## config.mk

```make
export PLATFORM = sky130hd
export DESIGN_NAME = freq_lock_det
export DESIGN_NICKNAME = d
export VERILOG_FILES = /design/src/rtl/freq_lock_pkg.sv /design/src/rtl/sync_edge_det.sv /design/src/rtl/freq_lock_det.sv
export SDC_FILE = /design/constraint.sdc
export NUM_CORES = 1
export LEC_CHECK = 0
export CORE_ASPECT_RATIO = 0.75
export CORE_MARGIN = 8
export CORE_UTILIZATION = 34
export CTS_BUF_LIST = sky130_fd_sc_hd__clkbuf_16
export DETAILED_ROUTE_END_ITERATION = 10
export SLEW_MARGIN = 25
export SYNTH_ARGS = -nofsm -noshare
export SYNTH_HDL_FRONTEND = slang
export SYNTH_SLANG_ARGS = --single-unit
```

## constraint.sdc

```tcl
create_clock -name clk -period 2.2 [get_ports clk]
set_input_delay 0.44 -clock clk [delete_from_list [all_inputs] [get_ports clk]]
set_output_delay 0.44 -clock clk [all_outputs]
set_load 0.01 [all_outputs]
```

## src/rtl/freq_lock_pkg.sv

```systemverilog
// Shared definitions for the frequency lock detector.
//   state_t     : FSM state encoding (IDLE, MEASURE, LOCKED)
//   *_DEF       : default values for CNT_W, TOL and LOCK_N
package freq_lock_pkg;

    localparam int CNT_W_DEF  = 8;
    localparam int TOL_DEF    = 1;
    localparam int LOCK_N_DEF = 4;

    typedef enum logic [1:0] {
        ST_IDLE    = 2'd0,
        ST_MEASURE = 2'd1,
        ST_LOCKED  = 2'd2
    } state_t;

endpackage

```

## src/rtl/sync_edge_det.sv

```systemverilog
// Three-flop synchronizer with rising-edge detect for an asynchronous input.
//   clk      : sampling clock
//   rst_n    : asynchronous active-low reset
//   async_in : signal asynchronous to clk
//   rise     : high for one clk cycle after a synchronized 0->1 transition
module sync_edge_det (
    input  logic clk,
    input  logic rst_n,
    input  logic async_in,
    output logic rise
);

    logic s1, s2, s3;

    // s1/s2 resolve metastability; s3 is the delayed copy for edge detect.
    always_ff @(posedge clk or negedge rst_n) begin
        if (!rst_n) begin
            s1 <= 1'b0;
            s2 <= 1'b0;
            s3 <= 1'b0;
        end else begin
            s1 <= async_in;
            s2 <= s1;
            s3 <= s2;
        end
    end

    assign rise = s2 & ~s3;

endmodule

```

## src/rtl/freq_lock_det.sv

```systemverilog
// Frequency lock detector: measures the period of div_in in clk cycles and
// declares lock after LOCK_N consecutive periods within TOL of exp_period.
//   clk, rst_n  : system clock, asynchronous active-low reset
//   en          : measurement enable (low returns to IDLE)
//   div_in      : divided clock under test (asynchronous)
//   exp_period  : expected period in clk cycles
//   period      : last measured period (held between updates)
//   period_vld  : one-cycle pulse when a new period has been evaluated
//   locked      : high while in LOCKED
//   timeout     : one-cycle pulse when the period counter saturates
module freq_lock_det
    import freq_lock_pkg::*;
#(
    parameter int CNT_W  = CNT_W_DEF,
    parameter int TOL    = TOL_DEF,
    parameter int LOCK_N = LOCK_N_DEF
) (
    input  logic             clk,
    input  logic             rst_n,
    input  logic             en,
    input  logic             div_in,
    input  logic [CNT_W-1:0] exp_period,
    output logic [CNT_W-1:0] period,
    output logic             period_vld,
    output logic             locked,
    output logic             timeout
);

    localparam int MW = $clog2(LOCK_N + 1);

    logic             rise;
    logic [CNT_W-1:0] cnt;
    logic             sat;
    logic [CNT_W:0]   diff;
    logic             in_win;
    logic             pend;      // period captured last cycle, evaluate now
    logic [MW-1:0]    match_cnt;
    state_t           state;

    sync_edge_det u_sync (
        .clk      (clk),
        .rst_n    (rst_n),
        .async_in (div_in),
        .rise     (rise)
    );

    assign sat = &cnt;

    always_ff @(posedge clk or negedge rst_n) begin
        if (!rst_n)
            cnt <= '0;
        else if (rise)
            cnt <= CNT_W'(1);
        else if (!sat)
            cnt <= cnt + 1'b1;
    end

    // |period - exp_period| in CNT_W+1 bits so the subtraction never wraps.
    always_comb begin
        diff = '0;
        if (period >= exp_period)
            diff = {1'b0, period} - {1'b0, exp_period};
        else
            diff = {1'b0, exp_period} - {1'b0, period};
    end

    assign in_win = (diff <= (CNT_W+1)'(TOL));

    // Edge cycle captures the period; the following cycle compares it
    // against exp_period, so locked and period_vld change together.
    always_ff @(posedge clk or negedge rst_n) begin
        if (!rst_n) begin
            state      <= ST_IDLE;
            match_cnt  <= '0;
            period     <= '0;
            period_vld <= 1'b0;
            locked     <= 1'b0;
            timeout    <= 1'b0;
            pend       <= 1'b0;
        end else begin
            period_vld <= 1'b0;
            timeout    <= 1'b0;
            pend       <= 1'b0;
            if (!en) begin
                state     <= ST_IDLE;
                match_cnt <= '0;
                locked    <= 1'b0;
            end else begin
                unique case (state)
                    ST_IDLE: begin
                        if (rise) begin
                            state     <= ST_MEASURE;
                            match_cnt <= '0;
                        end
                    end
                    ST_MEASURE, ST_LOCKED: begin
                        if (pend) begin
                            period_vld <= 1'b1;
                            if (state == ST_MEASURE) begin
                                if (!in_win)
                                    match_cnt <= '0;
                                else if (match_cnt == MW'(LOCK_N - 1)) begin
                                    state     <= ST_LOCKED;
                                    locked    <= 1'b1;
                                    match_cnt <= '0;
                                end else
                                    match_cnt <= match_cnt + 1'b1;
                            end else if (!in_win) begin
                                state     <= ST_MEASURE;
                                match_cnt <= '0;
                                locked    <= 1'b0;
                            end
                        end
                        // An edge wins over saturation in the same cycle.
                        if (rise) begin
                            period <= cnt;
                            pend   <= 1'b1;
                        end else if (sat) begin
                            timeout   <= 1'b1;
                            state     <= ST_IDLE;
                            match_cnt <= '0;
                            locked    <= 1'b0;
                        end
                    end
                    default: state <= ST_IDLE;
                endcase
            end
        end
    end

endmodule

```

==> results of run 1 <==
-- sequential cells by signal, summed over array words and instances, names as in the netlist, 2 cells and up --
| signal | flops |
|---|---|
| state | 2 |
| cnt | 8 |
| match_cnt | 3 |
| period | 8 |
-- how the worst max path moves through the flow --
stage / startpoint / endpoint / slack [ns] / cells after the start
3_3_place_gp: exp_period[0] / match_cnt[0] / -0.77 / 14
3_5_place_dp: exp_period[0] / match_cnt[0] / -0.80 / 14
2_1_floorplan: exp_period[0] / locked / -0.09 / 12
5_1_grt: period[0] / match_cnt[0] / -0.23 / 11
6_report: exp_period[1] / locked / -0.12 / 11
4_1_cts: period[0] / locked / -0.20 / 11
-- cells by family (layout without fill, tap and decap cells) --
| family | count (synthesis) | count (layout) | synth area share (%) |
|---|---|---|---|
| buf+inv | 35 | 110 | 6.52 |
| simple gates | 89 | 89 | 21.0 |
| flops | 28 | 28 | 31.5 |
| xor+xnor | 7 | 7 | 2.76 |
| fa+ha+maj | 23 | 23 | 13.6 |
| mux | 13 | 13 | 6.41 |
| compound gates | 61 | 61 | 18.2 |
-- power by group through the flow --
stage	logic, W	clock network (W)	registers [W]
global placement	0.00120	0	0.000706
detailed placement	0.00121	0	0.000707
floorplan	0.000716	0	0.000705
finish	0.00140	0.000535	0.000715
global route	0.00155	0.000570	0.000730
CTS	0.00135	0.000551	0.000713
-- what timing repair did --
action                                  in CTS  in global routing
buffers inserted                             5                  0
gates resized for setup                     48                  9
pin swaps                                   24                  9
endpoints found under the setup margin       6                  6
-- metal layers --
metal	share of wire [%]	vias up	track usage, %
met5	0	-	0
met4	0	0	0.733
met3	5.7	0	2.25
met2	40	43	16.4
met1	54	956	19.2
li1	-	1055	-
-- per-stage QoR --
| step | hold slack, ns | cells | TNS [ns] | setup slack [ns] |
|---|---|---|---|---|
| CTS | 0.368 | 412 | -0.839 | -0.201 |
| floorplan | 0.144 | 256 | -0.422 | -0.0914 |
| finish | 0.364 | 412 | -0.626 | -0.125 |
| global route | 0.378 | 412 | -1.21 | -0.227 |
| detailed placement | 0.351 | 403 | -4.71 | -0.797 |
| global placement | 0.335 | 403 | -4.55 | -0.772 |
-- cell usage after synthesis (all sizes together) (4+ instances only) --
cell type / instances
and3: 4
nor2: 20
mux2: 10
o211ai: 4
inv: 27
xor2: 6
a21oi: 18
nand2b: 6
nor3: 4
clkbuf: 4
nand4: 6
nand3: 13
nor2b: 4
buf: 4
ha: 21
nand2: 18
o21ai: 18
dfrtp: 28
-- cell type report --
class | instances | area share (%)
clock buffers | 3 | 2.31
clock inverters | 1 | 0.923
inverters | 27 | 3.50
multi-input cells | 193 | 48.8
flip-flops and latches | 28 | 21.6
well taps | 81 | 3.12
repair buffers | 79 | 19.7
==> flow_metrics.py, run 1 <==
metrics = {
    "run_status": {
        "outcome": "finished, violations left",
        "failed_checks": "negative setup slack",
    },
    "critical_path": {
        "crit_type": "input pin to flip-flop",
        "endpoint_kind": "flip-flop",
        "r2r_slack_ns": -0.11,
        "critical-path-top-delay-family": "simple AND/OR/NAND/NOR gates",
        "r2r_cells": 11,
        "crit_buf_inv": 2,
        "cp_cell_sequence": "dlygate4sd2_1, buf_6, fa_2, nand3_2, nand2_2, or3b_1, a211oi_2, o211ai_2, nand2_4, a21oi_2, a311oi_2",
        "r2r_end": "locked",
        "cp_data_required_time_ns": 2.37,
        "slowest_stage": "fa_2",
        "reg2reg_from": "period[0]",
        "cp_max_fo": 7,
        "critPathMaxStageDelay_ns": 0.40,
        "startpoint_type": "input pin",
        "cp.arrival_ns": 2.49,
    },
    "die": {
        "placeableCoreArea_um2": 6320,
        "io_pins": 23,
        "start_util_pct": 35.2,
        "dieArea_um2": 9410,
        "chipWidth_um": 109,
        "rows": 25,
        "die_h_um": 86.1,
    },
    "logic_synthesis": {
        "yosysWarnings": 0,
        "synth_area_leader_cell": "dfrtp_1",
        "synth-main-ff-cell": "dfrtp_1",
        "ys_seq_area_share_pct": 31.5,
        "ys_ff_latch": 28,
        "synth_top_area_share_pct": 31.5,
        "postSynth.asyncResetShare_pct": 100,
        "syn_area_per_cell_um2": 8.69,
        "syn_area_um2": 2220,
        "synth-edff-count": 0,
        "synth_cell_types": 51,
        "syn-num-nets": 291,
        "netlist_top_cells_area": "dfrtp_1, ha_1, mux2_2, inv_1, a21oi_1",
        "syn_inst": 256,
    },
    "power": {
        "p_int_w": 0.00171,
        "switching_share_pct": 35.4,
        "p_leak_nw": 1.44,
        "combPwrFrac_pct": 52.8,
        "seqPwrFrac_pct": 27.0,
        "p_per_area_nw_per_um2": 814,
        "ir_worst_vdd_mv": 0.601,
        "power_switching_w": 0.000936,
        "pwr-share-clk_pct": 20.2,
        "finalPower_w": 0.00265,
    },
    "min_path": {
        "min_from": "u_sync.s1",
        "min_path_cells": 0,
        "whs_endpoint": "u_sync.s2",
        "worstHoldPathType": "flip-flop to flip-flop",
    },
    "routing": {
        "antenna_left": 0,
        "wl_per_cell_um": 13.6,
        "drt-total-wl_mm": 5.60,
        "drt_iter0_drc": 81,
        "via_per_inst": 4.99,
        "drc": 0,
        "vias": 2054,
        "drtPass1Iterations": 4,
    },
    "clock_tree": {
        "cts.htree.levels": 1,
        "path_clk_slew_ns": 0.07,
        "cts_tree": "yes",
        "clock-sinks": 28,
        "cts_hold_buffers": 0,
        "clock_latency_ns": 0.26,
        "cts_buffers": 3,
        "clockBufferDepth": 2,
        "clock_tree.root_cell": "clkbuf_16",
    },
    "global_routing": {
        "grt_max_degree": 29,
        "first_global_vias": 1969,
        "grt_pass1_wl_mm": 9.34,
        "track_usage_pct": 12.0,
        "grt_overflow": 0,
        "antenna_found_initial": 0,
    },
    "timing": {
        "worstMarginPinSlew_ns": 0.400,
        "max_clock_freq_mhz": 430,
        "min_period_over_period_pct": 106,
        "rsz0062_at_grt": "true",
        "finalSetupViolations": 6,
        "fin_skew_ns": 0.00461,
        "max_slew_margin_pct": 73.3,
        "min_period_ns": 2.32,
        "setup_ws_ns": -0.125,
        "slew_violations": 0,
        "finalHoldViolCount": 0,
    },
    "placement": {
        "place_congestion": 0.886,
        "portBuffers": 22,
        "dpl.hpwl_mm": 4.39,
        "dpl_cell_area_um2": 2930,
    },
    "finish": {
        "final_common_cell": "buf_4",
        "nFillCells": 575,
        "drive_gt1_share_pct": 37.8,
        "register_area_um2": 703,
        "antennaDiodeCount": 0,
        "final_area_um2": 3250,
        "utilization_pct": 51.5,
        "area_growth_pct": 46.2,
        "multi_input_area_um2": 1590,
        "nets": 367,
        "final_cell_mix": "buf_4, dfrtp_1, inv_1, nor2_1, nand2_1",
    },
    "job": {
        "drv_cap": 0,
    },
}
No activity file was read; power rests on OpenSTA's default activity.
==> run 2: changes to the inputs <==
clock period = 2.52 ns   (was 2.2 ns; I/O delays follow)
==> run 2 against run 1 <==
Compared with the run above:
- the run now ends clean
- global-route usage increased by 0.48 points
- highest routed layer is now met4
- clock power decreased by 11%
- first-iteration DRC count increased by 12%
- worst hold slack got worse by 0.015 ns
- worst setup slack improved by 0.25 ns
- critical path depth unchanged
- power decreased by 12%
==> flow_metrics.py, run 2 (same netlist as run 1, synthesis figures left out) <==
metrics = {
    "finish": {
        "final_area_um2": 3170,
        "drive_gt1_share_pct": 33.7,
        "final_cell_mix": "buf_4, dfrtp_1, inv_1, nor2_1, nand2_1",
        "antennaDiodeCount": 0,
        "nets": 351,
        "final_common_cell": "buf_4",
        "stdcell_count": 396,
        "area_growth_pct": 42.4,
        "reg.largest.list": "cnt x8, period x8, match_cnt x3",
    },
    "power": {
        "finalPower_w": 0.00232,
        "p_leak_nw": 1.40,
        "p_per_area_nw_per_um2": 732,
        "ir_worst_vdd_mv": 0.388,
    },
    "clock_tree": {
        "cts_buffers": 3,
        "cts_tree": "yes",
        "clockBufferDepth": 2,
        "clock-sinks": 28,
        "cts.htree.levels": 1,
        "clock_tree.root_cell": "clkbuf_16",
        "path_clk_slew_ns": 0.07,
        "clock_latency_ns": 0.27,
    },
    "timing": {
        "fin_skew_ns": 0.00392,
        "finalSetupViolations": 0,
        "slew_violations": 0,
        "whs_ns": 0.350,
        "max_clock_freq_mhz": 418,
        "worstMarginPinSlew_ns": 0.519,
        "min_period_ns": 2.39,
        "finalHoldViolCount": 0,
        "max_slew_margin_pct": 65.3,
        "min_period_over_period_pct": 94.9,
    },
    "critical_path": {
        "cp_data_required_time_ns": 2.72,
        "critPathLaunch": "period[0]",
        "cp_max_fo": 7,
        "startpoint_type": "flip-flop",
        "r2r_slack_ns": 0.13,
        "crit_type": "flip-flop to flip-flop",
        "cp.arrival_ns": 2.59,
        "r2r_end": "match_cnt[1]",
        "reg2reg_from": "period[0]",
        "r2r_cells": 11,
        "endpoint_kind": "flip-flop",
    },
    "placement": {
        "dpl.cell_count": 386,
        "dpl_cell_area_um2": 2770,
        "portBuffers": 22,
        "dpl.hpwl_mm": 4.19,
        "place_congestion": 0.830,
    },
    "die": {
        "rows": 25,
        "dieArea_um2": 9410,
        "chipWidth_um": 109,
        "start_util_pct": 35.2,
        "placeableCoreArea_um2": 6320,
        "io_pins": 23,
        "die_h_um": 86.1,
    },
    "routing": {
        "drt_iter0_drc": 91,
        "drtPass1Iterations": 4,
        "wl_per_cell_um": 14.8,
        "antenna_left": 0,
        "drt-total-wl_mm": 5.85,
        "vias": 2063,
        "drc": 0,
        "via_per_inst": 5.21,
    },
    "job": {
        "drv_cap": 0,
    },
    "min_path": {
        "min_path_cells": 0,
        "worstHoldPathType": "flip-flop to flip-flop",
        "whs_endpoint": "u_sync.s2",
        "min_from": "u_sync.s1",
    },
    "global_routing": {
        "antenna_found_initial": 0,
        "grt_max_degree": 29,
        "track_usage_pct": 12.5,
        "grt_pass1_wl_mm": 9.57,
        "grt_overflow": 0,
        "first_global_vias": 1938,
    },
    "run_status": {
        "outcome": "finished, final reports clean",
    },
}
-- run 2: changes by cell type in the layout (fill, tap and decap cells not counted), moves of 2 or more --
cell,before,now
o21ai_0,9,7
inv_2,7,3
buf_4,55,40
ha_2,5,2
ha_1,7,11
dlygate4sd2_1,7,3
clkbuf_2,0,2
dlymetal6s2s_1,0,3
inv_1,19,24
-- run 2: where the power goes --
group | switching [W] | total, W | internal, W
clock | 0.000158 | 0.000475 | 0.000317
sequential | 0.000107 | 0.000627 | 0.000520
combinational | 0.000588 | 0.00122 | 0.000629
total | 0.000853 | 0.00232 | 0.00147
-- run 2: stage by stage --
step	util [%]	setup TNS (ns)	setup WS [ns]
2_1_floorplan	-	0	0.0731
3_3_place_gp	43.8	-2.77	-0.495
3_5_place_dp	43.8	-2.99	-0.526
4_1_cts	48.3	0	0.00148
5_1_grt	50.1	-0.00208	-0.00208
6_report	50.1	0	0.127
-- run 2: how the worst max path moves through the flow --
stage                               to  cells past startpoint
after floorplan                 locked                     12
after global placement    match_cnt[1]                     12
after detailed placement        locked                     13
after CTS                     state[0]                     12
after global routing      match_cnt[1]                     11
final                     match_cnt[1]                     11
-- run 2: final cells by class --
type / count / area [um^2]
clock buffer: 3 / 75.1
sequential: 28 / 702
clock inverter: 1 / 30.0
inverter: 27 / 101
tap: 81 / 101
timing repair buffer: 63 / 526
multi-input combinational: 193 / 1630
fill: 614 / 3150
-- run 2: timing repair --
action | in CTS | in global routing
hold buffers | 0 | 0
setup endpoints to repair | 6 | 6
cloned | 0 | 0
resized for setup | 42 | 25
pin swaps | 15 | 20
setup buffers | 3 | 3
-- run 2: metal layers --
| metal | vias to the layer above | wire, um | track usage (%) | part of all wire, % |
|---|---|---|---|---|
| met5 | - | 0 | 0 | 0 |
| met4 | 0 | 38 | 2.57 | 0.65 |
| met3 | 5 | 374 | 3.00 | 6.4 |
| met2 | 54 | 2480 | 17.4 | 42 |
| met1 | 982 | 2950 | 18.7 | 50 |
| li1 | 1022 | - | - | - |
-- run 2: critical path: stages (launching register included) --
cell	delay [ns]
dfrtp_2	0.42
ha_4	0.15
inv_2	0.04
fa_2	0.38
nand3_2	0.10
nand2_2	0.07
or3b_4	0.41
a211oi_4	0.25
o211ai_4	0.13
nand2_4	0.13
nand3_2	0.11
o21ai_2	0.14
